$ cat src/rtl/pulse_interval_meter_pkg.sv
// Shared types and defaults for the pulse interval meter.
package fgen_meas_pkg;

  typedef enum logic [1:0] {
    IDLE,
    COUNT,
    HOLD
  } meas_state_e;

  localparam int DEF_CNT_W          = 16;
  localparam int DEF_TIMEOUT_CYCLES = 65535;

endpackage

$ cat src/rtl/pulse_interval_meter_if.sv
// Measurement port: pulse markers in, result handshake and busy out.
interface pulse_interval_meter_if #(
  parameter int CNT_W = 16
);

  logic             start_pulse;
  logic             stop_pulse;
  logic             meas_ready;
  logic             meas_valid;
  logic [CNT_W-1:0] meas_data;
  logic             meas_timeout;
  logic             busy;

  modport slave (
    input  start_pulse,
    input  stop_pulse,
    input  meas_ready,
    output meas_valid,
    output meas_data,
    output meas_timeout,
    output busy
  );

  modport master (
    output start_pulse,
    output stop_pulse,
    output meas_ready,
    input  meas_valid,
    input  meas_data,
    input  meas_timeout,
    input  busy
  );

endinterface

$ cat src/rtl/pulse_interval_meter_edge_detect.sv
// Rising-edge detector for one pulse marker; PULSE_SYNC_EN adds a 2-flop
// synchronizer in front so the marker may be asynchronous to m_clk.
module pulse_edge_detect (
  input  logic m_clk,
  input  logic m_rst_n,
  input  logic in,
  output logic rise
);

  logic in_s;
  logic in_d;

`ifdef PULSE_SYNC_EN
  logic [1:0] sync_q;

  always_ff @(posedge m_clk or negedge m_rst_n) begin
    if (!m_rst_n) begin
      sync_q <= 2'b00;
    end else begin
      sync_q <= {sync_q[0], in};
    end
  end

  assign in_s = sync_q[1];
`else
  assign in_s = in;
`endif

  // Delay register clears to 0 so a marker already high after reset is a rise
  always_ff @(posedge m_clk or negedge m_rst_n) begin
    if (!m_rst_n) begin
      in_d <= 1'b0;
    end else begin
      in_d <= in_s;
    end
  end

  assign rise = in_s & ~in_d;

endmodule

$ cat src/rtl/pulse_interval_meter.sv
// Counts m_clk cycles from a start rising edge to the next stop rising edge,
// with timeout; PULSE_SYNC_EN synchronizes both markers (adds 2 cycles latency).
module pulse_interval_meter
  import fgen_meas_pkg::*;
#(
  parameter int CNT_W          = DEF_CNT_W,
  parameter int TIMEOUT_CYCLES = DEF_TIMEOUT_CYCLES
) (
  input logic                   m_clk,
  input logic                   m_rst_n,
  pulse_interval_meter_if.slave meas
);

  localparam logic [CNT_W-1:0] TIMEOUT_VAL = CNT_W'(TIMEOUT_CYCLES);

  logic             start_rise;
  logic             stop_rise;
  meas_state_e      state_q, state_d;
  logic [CNT_W-1:0] cnt_q, cnt_d;
  logic [CNT_W-1:0] data_q, data_d;
  logic             timeout_q, timeout_d;
  logic             valid_q;
  logic             busy_q;

  pulse_edge_detect u_start_edge (
    .m_clk   (m_clk),
    .m_rst_n (m_rst_n),
    .in      (meas.start_pulse),
    .rise    (start_rise)
  );

  pulse_edge_detect u_stop_edge (
    .m_clk   (m_clk),
    .m_rst_n (m_rst_n),
    .in      (meas.stop_pulse),
    .rise    (stop_rise)
  );

  // valid and busy are registered from the next state so they track state_q
  always_ff @(posedge m_clk or negedge m_rst_n) begin
    if (!m_rst_n) begin
      state_q   <= IDLE;
      cnt_q     <= '0;
      data_q    <= '0;
      timeout_q <= 1'b0;
      valid_q   <= 1'b0;
      busy_q    <= 1'b0;
    end else begin
      state_q   <= state_d;
      cnt_q     <= cnt_d;
      data_q    <= data_d;
      timeout_q <= timeout_d;
      valid_q   <= (state_d == HOLD);
      busy_q    <= (state_d != IDLE);
    end
  end

  always_comb begin
    state_d   = state_q;
    cnt_d     = cnt_q;
    data_d    = data_q;
    timeout_d = timeout_q;
    case (state_q)
      IDLE: begin
        if (start_rise) begin
          cnt_d   = CNT_W'(1);
          state_d = COUNT;
        end
      end
      COUNT: begin
        // A stop edge beats a simultaneous timeout
        if (stop_rise) begin
          data_d    = cnt_q;
          timeout_d = 1'b0;
          state_d   = HOLD;
        end else if (cnt_q == TIMEOUT_VAL) begin
          data_d    = TIMEOUT_VAL;
          timeout_d = 1'b1;
          state_d   = HOLD;
        end else begin
          cnt_d = cnt_q + CNT_W'(1);
        end
      end
      HOLD: begin
        if (valid_q && meas.meas_ready) begin
          state_d = IDLE;
        end
      end
      default: state_d = IDLE;
    endcase
  end

  assign meas.meas_valid   = valid_q;
  assign meas.meas_data    = data_q;
  assign meas.meas_timeout = timeout_q;
  assign meas.busy         = busy_q;

endmodule

$ cat src/flat_wrapper.sv
// flat-port wrapper written by rule: the top's interface ports become plain ports
module pulse_interval_meter_flat import fgen_meas_pkg::*;
#(
  parameter int CNT_W          = DEF_CNT_W,
  parameter int TIMEOUT_CYCLES = DEF_TIMEOUT_CYCLES
)
  (m_clk, m_rst_n, meas_start_pulse, meas_stop_pulse, meas_meas_ready, meas_meas_valid, meas_meas_data, meas_meas_timeout, meas_busy);
  pulse_interval_meter_if #(.CNT_W(CNT_W)) meas_i ();
  input logic m_clk;
  input logic m_rst_n;
  input wire logic [$bits(meas_i.start_pulse)-1:0] meas_start_pulse;
  input wire logic [$bits(meas_i.stop_pulse)-1:0] meas_stop_pulse;
  input wire logic [$bits(meas_i.meas_ready)-1:0] meas_meas_ready;
  output wire logic [$bits(meas_i.meas_valid)-1:0] meas_meas_valid;
  output wire logic [$bits(meas_i.meas_data)-1:0] meas_meas_data;
  output wire logic [$bits(meas_i.meas_timeout)-1:0] meas_meas_timeout;
  output wire logic [$bits(meas_i.busy)-1:0] meas_busy;
  assign meas_i.start_pulse = meas_start_pulse;
  assign meas_i.stop_pulse = meas_stop_pulse;
  assign meas_i.meas_ready = meas_meas_ready;
  assign meas_meas_valid = meas_i.meas_valid;
  assign meas_meas_data = meas_i.meas_data;
  assign meas_meas_timeout = meas_i.meas_timeout;
  assign meas_busy = meas_i.busy;
  pulse_interval_meter #(.CNT_W(CNT_W), .TIMEOUT_CYCLES(TIMEOUT_CYCLES)) u_core (.m_clk(m_clk), .m_rst_n(m_rst_n), .meas(meas_i));
endmodule
$ cat config.mk
export PLATFORM = sky130hd
export DESIGN_NAME = pulse_interval_meter_flat
export DESIGN_NICKNAME = d
export VERILOG_FILES = /design/src/rtl/pulse_interval_meter_pkg.sv /design/src/rtl/pulse_interval_meter_if.sv /design/src/rtl/pulse_interval_meter_edge_detect.sv /design/src/rtl/pulse_interval_meter.sv /design/src/flat_wrapper.sv
export SDC_FILE = /design/constraint.sdc
export NUM_CORES = 1
export LEC_CHECK = 0
export ABC_CLOCK_PERIOD_IN_PS = 2100
export CORE_MARGIN = 1.5
export CORE_UTILIZATION = 54
export CTS_CLUSTER_SIZE = 14
export DETAILED_ROUTE_END_ITERATION = 10
export GPL_TIMING_DRIVEN = 0
export PLACE_DENSITY = 0.83
export SYNTH_ARGS = -nofsm -noshare
export SYNTH_HDL_FRONTEND = slang
export SYNTH_SLANG_ARGS = --single-unit
export TNS_END_PERCENT = 20
$ cat constraint.sdc
create_clock -name m_clk -period 2.1 [get_ports m_clk]
set_clock_uncertainty 0.15 [all_clocks]
set_input_delay 0.21 -clock m_clk [delete_from_list [all_inputs] [get_ports m_clk]]
set_output_delay 0.21 -clock m_clk [all_outputs]
set_load 0.05 [all_outputs]
==> reports/results.ini <==
[place]
gp_congestion = 0.891
dp_hpwl_um = 2770
portBuffers = 23
placed_cells = 247

[grt]
overflow = 0
grt_start_max_net_pins = 40
grt_pass1_wl_um = 6440
grt_pass1_vias = 1423
antenna_found_initial = 0
grt_use_total = 0.239

[timing]
worst_pin_slew_ns = 0.831
slew_headroom = 0.446
slew_violations = 0
finalCriticalPeriod_ns = 2.03
period_share = 0.965
final-setup-viol-count = 0
fmax_ghz = 0.493
hold_viol = 0
rsz0062_at_grt = false

[synthesis]
synth_top_area_cell = dfrtp_1
synthFlopType = dfrtp_1
avgSynthCellArea_um2 = 10.2
synthCells = 180
syn_area_um2 = 1840
synth.distinct_cells = 41
syn_nets = 186
synth_most_common_cell = nor2_1
ys_top_cells_by_area = dfrtp_1 53%, nor2_1 8.6%, a21oi_1 4.9%
yosys-top-cells-count = 42 x nor2_1, 39 x dfrtp_1, 18 x a21oi_1
synth_edf_count = 0
async_flop_share = 1.00
yosys.area.top_type_share = 0.531
ys_seq_elements = 39
ys_seq_area_frac = 0.531
yosys_warnings = 0

[pwr]
peakVddDrop_v = 0.000666
p_leak_nw = 0.984
p_switching_w = 0.00145
p_sw_frac = 0.446
internal_power_w = 0.00180
power_w = 0.00325
pwr-share-comb = 0.480
cellPowerDensity_nw_per_um2 = 1450
clockPowerShare = 0.161
p_seq_frac = 0.358

[cells_and_area]
drive_gt1_frac = 0.150
multi_input_area_um2 = 845
instances_no_fill = 257
nNetsFinal = 218
n_fill_cell = 246
n_antenna_cell = 0
area_growth_syn_to_layout_pct = 22.0
seqCellArea_um2 = 977

[setup_path]
cp_num_buf_inv = 0
path_class = register to register
end_kind = register
max_stage_delay_ns = 0.47
crit_chain = ha_4, nand4_4, or3_4, o21ai_4, nand2_2, or2_1
cp_max_fo = 7
crit_arrival_ns = 2.11
start_kind = register
cpMaxStageDelayCell = dfrtp_1
reg2reg_setup_slack_ns = 0.07
crit_family = simple AND/OR/NAND/NOR gates
crit_required_ns = 2.18

[die]
ioPinCount = 24
die_y_um = 61.3
die_area_um2 = 3760
die_x_um = 61.3
coreArea_um2 = 3150
rows = 20
start_util = 0.583

[routing]
wl_per_cell_um = 14.9
drt_wl_total_um = 3830
drc_errors = 0
top_layer_used = met4
first_iter_violations = 72
wl_met3_um = 108
wl_met2_um = 1890
antenna_left = 0
avgViaCountPerCell = 5.52
firstDrtPassIters = 4
wl_met1_um = 1770
num_vias = 1418

[clocking]
cts_tree = done
numCtsBuffers = 5
cts_sinks = 39
path_clk_slew_ns = 0.12
htree_num_levels = 2
cts_root_buffer = clkbuf_4
clock_latency_ns = 0.35
cts.path.max_buffers = 2

[run]
max_cap_violations = 0

[status]
status = complete, no violations

[hold_path]
hold_path_class = primary input to register

-- through the flow --
stage	utilization	hold slack, ns	TNS [ns]	cell area [µm²]	worst slack (ns)
final	0.711	0.194	0	2240	0.0731
after global routing	0.711	0.169	0	2240	0.00444
after CTS	0.703	0.179	0	2220	0.0347
after detailed placement	0.671	0.213	-0.207	2120	-0.0407
after global placement	0.673	0.355	-5.22	2120	-0.135
after floorplan	-	-0.236	0	1840	0.175
-- cells in the final DEF (no fill, tap or decap), drive strengths merged, types with 3 or more instances in the layout --
master | netlist | routed
a21oi | 18 | 18
buf | 3 | 6
clkbuf | 2 | 7
clkdlybuf4s50 | 0 | 22
dfrtp | 39 | 39
mux2i | 5 | 5
nand2 | 15 | 15
nand2b | 3 | 3
nand3 | 9 | 9
nand4 | 4 | 4
nor2 | 43 | 43
nor3 | 5 | 5
o21ai | 3 | 3
xnor2 | 6 | 6
-- sequential cells by signal (all words and copies together), names as in the netlist --
| name | count |
|---|---|
| u_core.cnt_q | 16 |
| u_core.meas.busy | 1 |
| u_core.meas.meas_data | 16 |
| u_core.meas.meas_timeout | 1 |
| u_core.meas.meas_valid | 1 |
| u_core.state_q | 2 |
| u_core.u_start_edge.in_d | 1 |
| u_core.u_stop_edge.in_d | 1 |
-- final timing paths --
kind,from,cells past startpoint,endpoint
max,u_core.cnt_q[1],6,u_core.meas.busy
min,meas_stop_pulse,1,u_core.u_stop_edge.in_d
max reg2reg,u_core.cnt_q[1],6,u_core.meas.busy
min reg2reg,u_core.meas.meas_timeout,2,u_core.meas.meas_timeout
max in group asynchronous,m_rst_n,2,u_core.cnt_q[0]
min in group asynchronous,m_rst_n,2,u_core.cnt_q[10]
-- repair_timing --
item | CTS | global route
pin swaps | 1 | 1
endpoints found under the setup margin | 11 | 12
gates cloned | 0 | 0
buffers inserted | 0 | 2
resized for setup | 2 | 2
hold buffers | 1 | 0
hold endpoints to repair | 39 | 0
-- cells by family after synthesis --
| group | synth area share |
|---|---|
| xor gates and xnor gates | 0.0334 |
| DFF | 0.531 |
| muxes | 0.0272 |
| and+or+nand+nor | 0.287 |
| buffers and inverters | 0.0170 |
| adders and majority gates | 0.00681 |
| AOI/OAI and AO/OA | 0.0974 |
-- final cells by class --
type	instances	share of cell area
Sequential cell	39	0.436
Multi-Input combinational cell	135	0.377
Timing Repair Buffer	26	0.112
Tap cell	44	0.0246
Clock buffer	6	0.0229
Clock inverter	2	0.0156
Buffer	4	0.0106
Inverter	1	0.00168
-- per-layer routing --
metal	global-route usage	up-vias
met2	0.381	29
met4	0.106	0
li1	-	682
met1	0.306	699
met3	0.0651	8
met5	0	-
-- power by group through the flow --
stage / sequential [W] / clock (W) / combinational, W
2_1_floorplan: 0.00179 / 0 / 0.000421
3_3_place_gp: 0.00115 / 0 / 0.00152
3_5_place_dp: 0.00117 / 0 / 0.00155
4_1_cts: 0.00116 / 0.000536 / 0.00156
5_1_grt: 0.00120 / 0.000572 / 0.00167
6_report: 0.00117 / 0.000525 / 0.00156
Power figures use the tool's default switching activity.
